[config.mk]
export PLATFORM = sky130hd
export DESIGN_NAME = uart_rx
export DESIGN_NICKNAME = d
export VERILOG_FILES = /design/src/rtl/uart_rx.sv
export SDC_FILE = /design/constraint.sdc
export NUM_CORES = 1
export LEC_CHECK = 0
export ABC_CLOCK_PERIOD_IN_PS = 1970
export BUFFER_PORTS_ARGS = -buffer_cell sky130_fd_sc_hd__clkbuf_2
export CORE_MARGIN = 2
export CORE_UTILIZATION = 52
export CTS_BUF_LIST = sky130_fd_sc_hd__clkbuf_16
export DETAILED_ROUTE_END_ITERATION = 12
export PLACE_DENSITY = 0.8
export SLEW_MARGIN = 0
export SYNTH_ARGS = -nofsm -noshare
export SYNTH_HDL_FRONTEND = slang
export SYNTH_SLANG_ARGS = --single-unit
[constraint.sdc]
create_clock -name CLK100MHZ -period 1.97 [get_ports CLK100MHZ]
set_input_delay 0 -clock CLK100MHZ [delete_from_list [all_inputs] [get_ports CLK100MHZ]]
set_output_delay 0 -clock CLK100MHZ [all_outputs]
set_load 0.02 [all_outputs]
[src/rtl/uart_rx.sv]
// uart_rx: 8N1 serial receiver with 2-flop synchroniser, mid-bit sampling, valid/ack holding register,
// one-cycle framing-error pulse and sticky overrun flag.
module uart_rx #(
  parameter int CLKS_PER_BIT = 868,
  parameter int DATA_BITS    = 8
) (
  input  logic                 CLK100MHZ,
  input  logic                 reset_n,
  input  logic                 RXD,
  input  logic                 rx_ack,
  output logic [DATA_BITS-1:0] rx_data,
  output logic                 rx_valid,
  output logic                 frame_err,
  output logic                 overrun,
  output logic                 busy
);
  localparam int CW = $clog2(CLKS_PER_BIT);
  localparam int IW = DATA_BITS > 1 ? $clog2(DATA_BITS) : 1;
  localparam logic [CW-1:0] LAST = CW'(CLKS_PER_BIT - 1);
  localparam logic [CW-1:0] MID = CW'(CLKS_PER_BIT / 2 - 1);
  localparam logic [IW-1:0] IDX_LAST = IW'(DATA_BITS - 1);
  typedef enum logic [1:0] {IDLE, START, DATA, STOP} state_t;
  state_t state, state_n;
  logic s1, rxs, good, bad;
  logic [CW-1:0] cnt, cnt_n;
  logic [IW-1:0] idx, idx_n;
  logic [DATA_BITS-1:0] sh, sh_n;
  assign busy = state != IDLE;
  always_comb begin
    state_n = state;
    cnt_n = cnt + CW'(1);
    idx_n = idx;
    sh_n = sh;
    good = 1'b0;
    bad = 1'b0;
    unique case (state)
      IDLE: begin
        cnt_n = '0;
        if (!rxs) state_n = START;
      end
      START: if (cnt == MID) begin
        cnt_n = '0;
        idx_n = '0;
        state_n = rxs ? IDLE : DATA;
      end
      DATA: if (cnt == LAST) begin
        cnt_n = '0;
        sh_n = {rxs, sh[DATA_BITS-1:1]};
        idx_n = idx == IDX_LAST ? '0 : idx + IW'(1);
        if (idx == IDX_LAST) state_n = STOP;
      end
      STOP: if (cnt == LAST) begin
        cnt_n = '0;
        good = rxs;
        bad = !rxs;
        state_n = IDLE;
      end
      default: state_n = IDLE;
    endcase
  end
  always_ff @(posedge CLK100MHZ or negedge reset_n) begin
    if (!reset_n) begin
      s1 <= 1'b1;
      rxs <= 1'b1;
      state <= IDLE;
      cnt <= '0;
      idx <= '0;
      sh <= '0;
      rx_data <= '0;
      rx_valid <= 1'b0;
      frame_err <= 1'b0;
      overrun <= 1'b0;
    end else begin
      s1 <= RXD;
      rxs <= s1;
      state <= state_n;
      cnt <= cnt_n;
      idx <= idx_n;
      sh <= sh_n;
      frame_err <= bad;
      // a completing byte beats a same-cycle ack, which then cannot cause an overrun
      if (good) begin
        rx_data <= sh;
        rx_valid <= 1'b1;
        overrun <= overrun | (rx_valid & ~rx_ack);
      end else if (rx_ack) begin
        rx_valid <= 1'b0;
      end
    end
  end
endmodule

======== Yosys cells after proc, flatten, opt, wreduce, memory -nomap -nowiden ========
Index checks and enable logic that the tools add are counted.
word-level totals
  register bits after elaboration ......... 36
  output and inout bits ................... 12
  logic and storage cells ................. 55
operators by class
  add/subtract/negate cells ............... 2
  equality and inequality tests ........... 11
  multiplexer cells ....................... 20
  bitwise gates (word level) .............. 3
  reductions and logical operators ........ 9
operator list
  cell                     number
  $pmux W10 S3             1
  $mux W10                 2
  $mux W2                  6
  $add A10 B1 Y10 const B  1
  $eq A10 B10 Y1 const B   1
  $eq A10 B9 Y1 const B    1
  $ne A2 B2 Y1 const B     5
  $mux W3                  3
  $pmux W2 S4              1
  $mux W1                  6
  $pmux W3 S2              1
  $reduce_bool A2 Y1       3
  $reduce_and A5 Y1        1
  $eq A2 B2 Y1 const B     2
  $add A3 B1 Y3 const B    1
  $eq A3 B3 Y1 const B     1
  $reduce_and A3 Y1        1
  $eq A2 B1 Y1 const B     1
  $logic_not A2 Y1         1
  $reduce_and A2 Y1        1
  $reduce_or A2 Y1         1
  $and A1 B1 Y1            1
  $logic_not A1 Y1         1
  $not A1 Y1               1
  $or A1 B1 Y1             1

======== Logic depth before layout (Yosys ltp) ========
Gate-level depths: netlist (run 1).
  depth in word-level cells ............... 4
  gate-level depth with buffers ........... 7
  depth with buffers taken out ............ 6

======== Least setup slack after synthesis (run 1) ========
OpenSTA, ideal clock, no wires.
  path type ............................... register -> register
  start ................................... register cnt[2]
  end ..................................... register rx_data[0]
  setup time .............................. 125 ps
  arrival ................................. 1,771 ps
  path slack .............................. 74 ps
  cell stages (with the launch flop) ...... 6
  buffers on the path ..................... 1
  period minus slack after synthesis ...... 1,896 ps
  cells stage by stage .................... dfrtp_1 or3b_4 nor3_4 and4_4 buf_12 mux2_4
on the way
  cells in the longest elaborated chain, start to end .. 3
RTL lines
  item                    line  RTL
  start, declared         25    logic [CW-1:0] cnt, cnt_n;
  start signal, assigned  77    cnt <= cnt_n;
  $eq A10 B10 Y1          52    STOP: if (cnt == LAST) begin
  $mux W1                 52
  $mux W1                 36    unique case (state)
  end signal, assigned    83    rx_data <= sh;
  end, declared           11    output logic [DATA_BITS-1:0] rx_data,
Every way passes these cells.
A chain may end at the register's enable or synchronous reset.

======== Final worst setup path (run 1) ========
  start ................................... register cnt[3]
  end ..................................... register rx_data[6]
Same word-level chain as after synthesis.

==> impl_metrics.json, run 1 <==
{
  "synth-async-reset-ratio_pct": 100,
  "switchingPower_mw": 0.294,
  "p_clk_share_pct": 53.0,
  "r2r-start": "cnt[3]",
  "synth_area_um2": 1630,
  "fmax_ghz": 0.538,
  "synth_nets": 131,
  "path_class": "reg2reg",
  "cts_tree": "built",
  "crit_slowest_cell": "or3b_4",
  "place_ws_ns": 0.108,
  "cts.path.max_buffers": 2,
  "overflow": 0,
  "drt-initial-drc-count": 27,
  "critical_path.cell_chain": "or3b_4, nor3_4, and4_4, mux2_4",
  "crit_fanout": 10,
  "dr.pass1.iters": 4,
  "grt_max_degree": 37,
  "synth_seq_cells": 36,
  "dp_hpwl_um": 1810,
  "seqPwrFrac_pct": 45.7,
  "grt_pass1_wl_um": 4690,
  "p_leak_nw": 0.979,
  "cap_violations": 0,
  "outcome": "finished clean",
  "fin_crit_sh_pct": 94.4,
  "intPower_mw": 1.34,
  "antenna_left": 0,
  "startpoint": "cnt[3]",
  "slew_headroom_pct": 43.0,
  "crit_arrival_ns": 2.02,
  "row_count": 20,
  "clock_latency_ns": 0.28,
  "num_io_pins": 16,
  "fin_ws_ns": 0.110,
  "grtUsageTotal_pct": 18.4,
  "hp-class": "reg2reg",
  "tns_ns": 0,
  "synth_ff_type": "dfrtp_1",
  "worstPathRequired_ns": 2.13,
  "cp-start-kind": "flop",
  "io_buffers": 15,
  "root_buffer": "clkbuf_16",
  "final_nets": 156,
  "cts_buffers": 5,
  "post_cts_buffers": 0,
  "end_kind": "flop",
  "dieHeight_um": 60.0,
  "p_per_area_nw_per_um2": 839,
  "htreeDepth": 2,
  "drv_slew": 0,
  "diodes": 0,
  "antenna_found_initial": 0,
  "drc": 0,
  "coreArea_um2": 3030,
  "fin_skew_ns": 0.00369,
  "period_minus_slack_ns": 1.86,
  "wl_um": 2670,
  "drt-vias-per-instance": 5.09,
  "tightestPinTransition_ns": 0.855,
  "ys_types": 39,
  "rsz0062_at_grt": "no",
  "swShare_pct": 18.0,
  "ir_worst_vdd_mv": 0.617,
  "dieArea_um2": 3600,
  "syn2layout_area_growth_pct": 19.3,
  "synth-edff-count": 0,
  "pwr-share-comb_pct": 1.3,
  "hold_path.startpoint": "s1",
  "floorplan.initialDensity_pct": 53.8,
  "worst-path-buf-inv": 0,
  "layout-drive-gt1-share_pct": 28.9,
  "die_x_um": 60.0,
  "grt_pass1_vias": 1053,
  "max_stage_delay_ns": 0.43,
  "hold_viol_final": 0,
  "ys_seq_area_share_pct": 55.4,
  "cts.clk_slew.worst_paths_ns": 0.05,
  "gp_congestion": 0.851,
  "syn_area_per_cell_um2": 13.3,
  "ys_warn_count": 0,
  "wl_per_cell_um": 13.8,
  "numClockSinks": 36,
  "syn_inst": 123,
  "path_delay_family": "simple AND/OR/NAND/NOR gates",
  "setup_viol": 0,
  "vias": 983
}
-- cells by family after synthesis --
kind of cell    synth area share (%)
compound gates                  5.68
xor+xnor                        4.30
fa+ha+maj                       3.07
buf+inv                         3.61
flops                           55.4
mux                             14.7
simple gates                    13.2
-- cells in the mapped netlist, types with 2 or more instances --
cell type / n / area [um2]
nor2_1: 13 / 48.8
xor2_1: 5 / 43.8
nand2_1: 5 / 18.8
mux2i_1: 3 / 30.0
ha_1: 4 / 50.1
nand3_1: 2 / 10.0
xnor2_1: 3 / 26.3
a31oi_1: 2 / 12.5
dfrtp_1: 34 / 851
nor3_1: 2 / 10.0
inv_1: 5 / 18.8
nand2b_1: 2 / 12.5
mux2_1: 7 / 78.8
dfstp_2: 2 / 52.6
mux2_4: 8 / 120
o2bb2ai_1: 3 / 26.3
-- flip-flops by register name (all words and copies together) (netlist names), named ones only --
register,flops
cnt,10
rx_data,8
sh,8
idx,3
frame_err,1
overrun,1
rx_valid,1
rxs,1
s1,1
state,1
-- layout by cell type, fill, tap and decap left out, types with 2 or more instances in the layout --
| cell type | count |
|---|---|
| nand2b_1 | 2 |
| inv_1 | 6 |
| mux2_4 | 8 |
| buf_4 | 4 |
| nand2_1 | 5 |
| nor3_1 | 2 |
| a31oi_1 | 2 |
| xnor2_1 | 3 |
| clkbuf_16 | 5 |
| xor2_1 | 5 |
| nor2_1 | 13 |
| o2bb2ai_1 | 3 |
| nand3_1 | 2 |
| dfstp_2 | 2 |
| clkbuf_2 | 15 |
| dlygate4sd3_1 | 3 |
| ha_1 | 4 |
| mux2i_1 | 3 |
| dfrtp_1 | 34 |
| mux2_1 | 7 |
-- layout make-up --
type                    count  area [um2]
flip-flops and latches     36         903
repair buffers             22         135
clock buffers               5         125
multi-input cells          78         669
inverters                   5        18.8
clock inverters             3        38.8
fillers                   227        1080
well taps                  44        55.1
-- layer usage --
| layer | track usage, % | routed length, um |
|---|---|---|
| met5 | 0 | 0 |
| met4 | 9.52 | 55 |
| met3 | 7.14 | 83 |
| met2 | 30.3 | 1390 |
| met1 | 20.6 | 1140 |
-- through the flow --
| stage | area (um2) | hold slack [ns] | utilization (%) | std cells | total power [mW] |
|---|---|---|---|---|---|
| floorplan | 1630 | -0.296 | - | 123 | 0.759 |
| global placement | 1750 | 0.0901 | 57.8 | 182 | 0.776 |
| detailed placement | 1750 | 0.0916 | 57.8 | 182 | 0.776 |
| CTS | 1940 | 0.354 | 64.2 | 193 | 1.66 |
| global route | 1950 | 0.362 | 64.3 | 193 | 1.69 |
| finish | 1950 | 0.354 | 64.3 | 193 | 1.63 |
-- power by group through the flow --
stage	clock network, mW	logic [mW]	registers [mW]
3_5_place_dp	0	0.0178	0.758
3_3_place_gp	0	0.0174	0.758
6_report	0.866	0.0216	0.746
2_1_floorplan	0	0.000996	0.758
5_1_grt	0.922	0.0255	0.745
4_1_cts	0.888	0.0229	0.745
-- repair_timing --
action,CTS,global route
resized for setup,0,1
endpoints found under the setup margin,0,9
hold buffers,3,0
endpoints found under the hold margin,36,0
-- worst paths after layout --
path	end	slack (ns)	depth (start not counted)
max	rx_data[6]	0.11	4
min	rxs	0.35	0
max reg2reg	rx_data[6]	0.11	4
min reg2reg	rxs	0.35	0
max in group asynchronous	cnt[2]	1.06	2
min in group asynchronous	sh[4]	0.37	2
Power figures use the tool's default switching activity.
==> run 2, diff against run 1 <==
Settings changed: CORE_UTILIZATION 52 to 45, CTS_BUF_LIST sky130_fd_sc_hd__clkbuf_16 to default, PLACE_DENSITY 0.8 to 0.72.
==> run 2 against run 1 <==
  * Non-clock buffer count up 1
  * Die area up 14%
  * First-iteration DRC count up 30%
  * Flip-flop and latch count unchanged
  * Worst hold slack worse by 0.077 ns
  * Maximum frequency down 2.3%
  * Clock skew up 0.0063 ns
  * Wire length up 4.9%
  * Clock power down 40%
  * Sequential power about the same
  * Via count up 3.3%
  * Total power down 21%
  * Largest cell class unchanged
  * Largest power group is now sequential cells
  * Highest routed layer unchanged
==> impl_metrics.json, run 2 (same netlist as run 1, synthesis figures left out) <==
{
  "grt_pass1_wl_um": 4830,
  "cts.clk_slew.worst_paths_ns": 0.11,
  "regToRegSetupSlack_ns": 0.07,
  "multi_input_area_um2": 668,
  "slew_headroom_pct": 42.6,
  "use_met2_pct": 27.2,
  "ir_worst_vdd_mv": 0.389,
  "cap_violations": 0,
  "hp-class": "in2async",
  "grt_util_met3_pct": 5.99,
  "row_count": 21,
  "dp_hpwl_um": 1910,
  "grt_max_degree": 37,
  "layout-drive-gt1-share_pct": 28.7,
  "grt_pass1_vias": 1047,
  "fin_ws_ns": 0.0660,
  "fin_crit_sh_pct": 96.7,
  "crit_arrival_ns": 2.14,
  "overflow": 0,
  "die_x_um": 64.2,
  "final_common_cell": "dfrtp_1",
  "swShare_pct": 21.0,
  "numClockSinks": 36,
  "reg2regPathDepth": 4,
  "whs_ns": 0.277,
  "dieArea_um2": 4120,
  "outcome": "finished clean",
  "coreArea_um2": 3420,
  "root_buffer": "clkbuf_4",
  "top_usage_layer": "met2",
  "setup_viol": 0,
  "p_per_area_nw_per_um2": 688,
  "nFillCells": 298,
  "gp_congestion": 0.850,
  "floorplan.initialDensity_pct": 47.7,
  "syn2layout_area_growth_pct": 14.5,
  "path_delay_family": "simple AND/OR/NAND/NOR gates",
  "vias": 1015,
  "post_cts_resized": 0,
  "use_met1_pct": 18.2,
  "cp-start-kind": "flop",
  "largest_reg_flops": 10,
  "p_clk_share_pct": 40.4,
  "clock_latency_ns": 0.35,
  "p_total_mw": 1.28,
  "fmax_ghz": 0.525,
  "final_nets": 157,
  "seq_area_um2": 903,
  "drt-initial-drc-count": 35,
  "rsz0062_at_grt": "no",
  "antenna_found_initial": 0,
  "diodes": 0,
  "intPower_mw": 1.01,
  "worstPathRequired_ns": 2.21,
  "p_leak_nw": 0.941,
  "drv_slew": 0,
  "cts_tree": "built",
  "dieHeight_um": 64.2,
  "reg.largest.list": "cnt x10, rx_data x8, sh x8",
  "crit_slowest_cell": "or3b_4",
  "drt-vias-per-instance": 5.18,
  "switchingPower_mw": 0.270,
  "htreeDepth": 2,
  "wl_um": 2800,
  "dr.pass1.iters": 4,
  "period_minus_slack_ns": 1.90,
  "hold_viol_final": 0,
  "max_stage_delay_ns": 0.44,
  "regMostFlops": "cnt",
  "wl_per_cell_um": 14.3,
  "end_kind": "flop",
  "path_class": "reg2reg",
  "crit_fanout": 10,
  "num_io_pins": 16,
  "pwr-share-comb_pct": 1.7,
  "r2r-start": "cnt[3]",
  "tns_ns": 0,
  "grtUsageTotal_pct": 16.1,
  "antenna_left": 0,
  "layout_common_cells": "dfrtp_1, clkbuf_2, nor2_1, mux2_4, mux2_1",
  "worst-path-buf-inv": 0,
  "tightestPinTransition_ns": 0.861,
  "cts_buffers": 5,
  "worst_r2r_endpoint": "rx_data[7]",
  "place_ws_ns": 0.115,
  "cts.path.max_buffers": 2,
  "critical_path.cell_chain": "or3b_4, nor3_4, and4_4, mux2_4",
  "seqPwrFrac_pct": 58.0,
  "io_buffers": 15,
  "drc": 0,
  "fin_skew_ns": 0.0100
}
## run 2: changes by cell type in the layout (fill, tap and decap cells not counted), sizes merged
cell | previous run | this run
buf | 4 | 5
clkbuf | 20 | 21
inv | 6 | 5
## run 2: routing by layer
layer | routed length (um) | vias to the layer above
met5 | 0 | -
met4 | 34 | 0
met3 | 144 | 4
met2 | 1390 | 22
met1 | 1230 | 505
li1 | - | 484
## run 2: layout make-up
type / count / share of cell area [%]
timing repair buffer: 23 / 7.64
sequential: 36 / 48.4
multi-input combinational: 78 / 35.8
clock inverter: 2 / 1.88
inverter: 5 / 1.01
clock buffer: 6 / 2.21
tap: 46 / 3.08
## run 2: repair_timing
| item | 4_1_cts | 5_1_grt |
|---|---|---|
| hold buffers | 3 | 0 |
| hold endpoints to repair | 37 | 0 |
| buffers inserted | 0 | 0 |
## run 2: how the worst max path moves through the flow
stage,startpoint,endpoint,slack [ns],cells past startpoint
4_1_cts,cnt[3],rx_data[7],0.08,4
6_report,cnt[3],rx_data[7],0.07,4
5_1_grt,cnt[3],cnt[4],0.02,4
3_5_place_dp,cnt[3],rx_data[7],0.11,4
3_3_place_gp,cnt[3],rx_data[7],0.15,4
2_1_floorplan,cnt[2],rx_data[0],0.07,5
## run 2: power by group through the flow
stage          clock, mW  sequential (mW)  combinational, mW
2_1_floorplan          0            0.758           0.000996
3_3_place_gp           0            0.758             0.0178
3_5_place_dp           0            0.758             0.0185
4_1_cts            0.535            0.744             0.0233
5_1_grt            0.566            0.745             0.0260
6_report           0.518            0.744             0.0218
## run 2: worst register-to-register path: stages, from the launching register on
cell	delay, ns
dfrtp_1	0.43
or3b_4	0.44
nor3_4	0.22
and4_4	0.38
mux2_4	0.33
## run 2: metrics by stage
| step | util [%] | instances | instance area [um2] |
|---|---|---|---|
| floorplan | - | 123 | 1630 |
| global placement | 51.5 | 185 | 1760 |
| detailed placement | 51.5 | 185 | 1760 |
| CTS | 54.7 | 196 | 1870 |
| global route | 54.7 | 196 | 1870 |
| finish | 54.7 | 196 | 1870 |
==> run 3, diff against run 2 <==
Settings changed: MAX_ROUTING_LAYER from default to met4, RECOVER_POWER from default to 25.
==> run 3 against run 2 <==
  * First-iteration DRC count increased by 26%
  * Flip-flop and latch count unchanged
  * Utilization decreased by 0.40 points
  * Wire length decreased by 0.71%
  * Setup slack improved by 0.012 ns
==> impl_metrics.json, run 3 (same netlist as run 1, synthesis figures left out) <==
{
  "largest_reg_flops": 10,
  "drt-vias-per-instance": 5.11,
  "htreeDepth": 2,
  "cts_buffers": 5,
  "fin_crit_sh_pct": 96.0,
  "cts.clk_slew.worst_paths_ns": 0.11,
  "antenna_found_initial": 0,
  "max_stage_delay_ns": 0.44,
  "grt_pass1_vias": 1041,
  "worst_r2r_endpoint": "rx_data[7]",
  "fin_ws_ns": 0.0784,
  "p_per_area_nw_per_um2": 692,
  "worstPathRequired_ns": 2.20,
  "die_x_um": 64.2,
  "gp_congestion": 0.863,
  "worst-path-buf-inv": 0,
  "cts_tree": "built",
  "hp-class": "in2async",
  "post_cts_buffers": 0,
  "nFillCells": 308,
  "tightestPinTransition_ns": 0.854,
  "final_common_cell": "dfrtp_1",
  "wl_per_cell_um": 14.2,
  "reg2regPathDepth": 4,
  "layout-drive-gt1-share_pct": 21.3,
  "cap_violations": 0,
  "wl_um": 2780,
  "io_buffers": 15,
  "row_count": 21,
  "root_buffer": "clkbuf_4",
  "tns_ns": 0,
  "numClockSinks": 36,
  "grt_max_degree": 37,
  "outcome": "finished clean",
  "hold_viol_final": 0,
  "path_class": "reg2reg",
  "crit_arrival_ns": 2.13,
  "coreArea_um2": 3420,
  "critical_path.cell_chain": "or3b_4, nor3_4, and4_4, mux2_4",
  "dr.pass1.iters": 4,
  "slew_headroom_pct": 43.1,
  "place_ws_ns": 0.115,
  "diodes": 0,
  "fmax_ghz": 0.529,
  "rsz0062_at_grt": "no",
  "syn2layout_area_growth_pct": 13.7,
  "dp_hpwl_um": 1910,
  "p_leak_nw": 0.903,
  "drt-initial-drc-count": 44,
  "crit_slowest_cell": "or3b_4",
  "regMostFlops": "cnt",
  "vias": 1001,
  "fin_skew_ns": 0.00966,
  "layout_common_cells": "dfrtp_1, nor2_1, clkbuf_1, mux2_4, mux2_1",
  "dieArea_um2": 4120,
  "reg.largest.list": "cnt x10, rx_data x8, sh x8",
  "setup_viol": 0,
  "grt_pass1_wl_um": 4840,
  "r2r-start": "cnt[3]",
  "final_nets": 157,
  "ir_worst_vdd_mv": 0.387,
  "antenna_left": 0,
  "period_minus_slack_ns": 1.89,
  "cp-start-kind": "flop",
  "dieHeight_um": 64.2,
  "end_kind": "flop",
  "regToRegSetupSlack_ns": 0.08,
  "floorplan.initialDensity_pct": 47.7,
  "cts.path.max_buffers": 2,
  "overflow": 0,
  "drv_slew": 0,
  "grtUsageTotal_pct": 16.5,
  "crit_fanout": 10,
  "num_io_pins": 16,
  "drc": 0,
  "path_delay_family": "simple AND/OR/NAND/NOR gates",
  "clock_latency_ns": 0.35
}
-- run 3: routing by layer --
layer | global-route usage [%] | share of wire, % | vias up
li1 | - | - | 485
met1 | 18.4 | 45 | 488
met2 | 27.1 | 48 | 22
met3 | 5.99 | 5.5 | 6
met4 | 6.38 | 1.7 | 0
met5 | - | 0 | -
-- run 3: where the power goes --
part | total [mW] | internal (mW) | switching (mW)
clock network | 0.517 | 0.266 | 0.251
registers | 0.744 | 0.742 | 0.00168
logic | 0.0217 | 0.00625 | 0.0155
-- run 3: layout make-up --
class	instances	area, um2	share of cell area (%)
Tap cell	46	57.6	3.11
Multi-Input combinational cell	78	668	36.1
Sequential cell	36	903	48.8
Clock inverter	2	35.0	1.89
Timing Repair Buffer	23	129	6.95
Clock buffer	6	41.3	2.23
Inverter	5	18.8	1.01
-- run 3: repair_timing --
action / in CTS / in global routing
hold buffers: 3 / 0
gates resized for setup: 0 / 0
endpoints found under the hold margin: 37 / 0
-- run 3: worst max path at each step --
| stage | startpoint | to | slack [ns] | cells past startpoint |
|---|---|---|---|---|
| 2_1_floorplan | cnt[2] | rx_data[0] | 0.07 | 5 |
| 3_3_place_gp | cnt[3] | rx_data[7] | 0.15 | 4 |
| 3_5_place_dp | cnt[3] | rx_data[7] | 0.11 | 4 |
| 4_1_cts | cnt[3] | rx_data[7] | 0.08 | 4 |
| 5_1_grt | cnt[3] | cnt[4] | 0.02 | 4 |
| 6_report | cnt[3] | rx_data[7] | 0.08 | 4 |
-- run 3: metrics by stage --
stage                     total power [mW]  hold WS (ns)  cell area, um2  utilization [%]  std cells
after floorplan                      0.759        -0.296            1630                -        123
after global placement               0.776        0.0894            1760             51.5        185
after detailed placement             0.777        0.0919            1760             51.5        185
after CTS                             1.30         0.269            1870             54.7        196
after global routing                  1.34         0.263            1850             54.2        196
final                                 1.28         0.276            1850             54.2        196
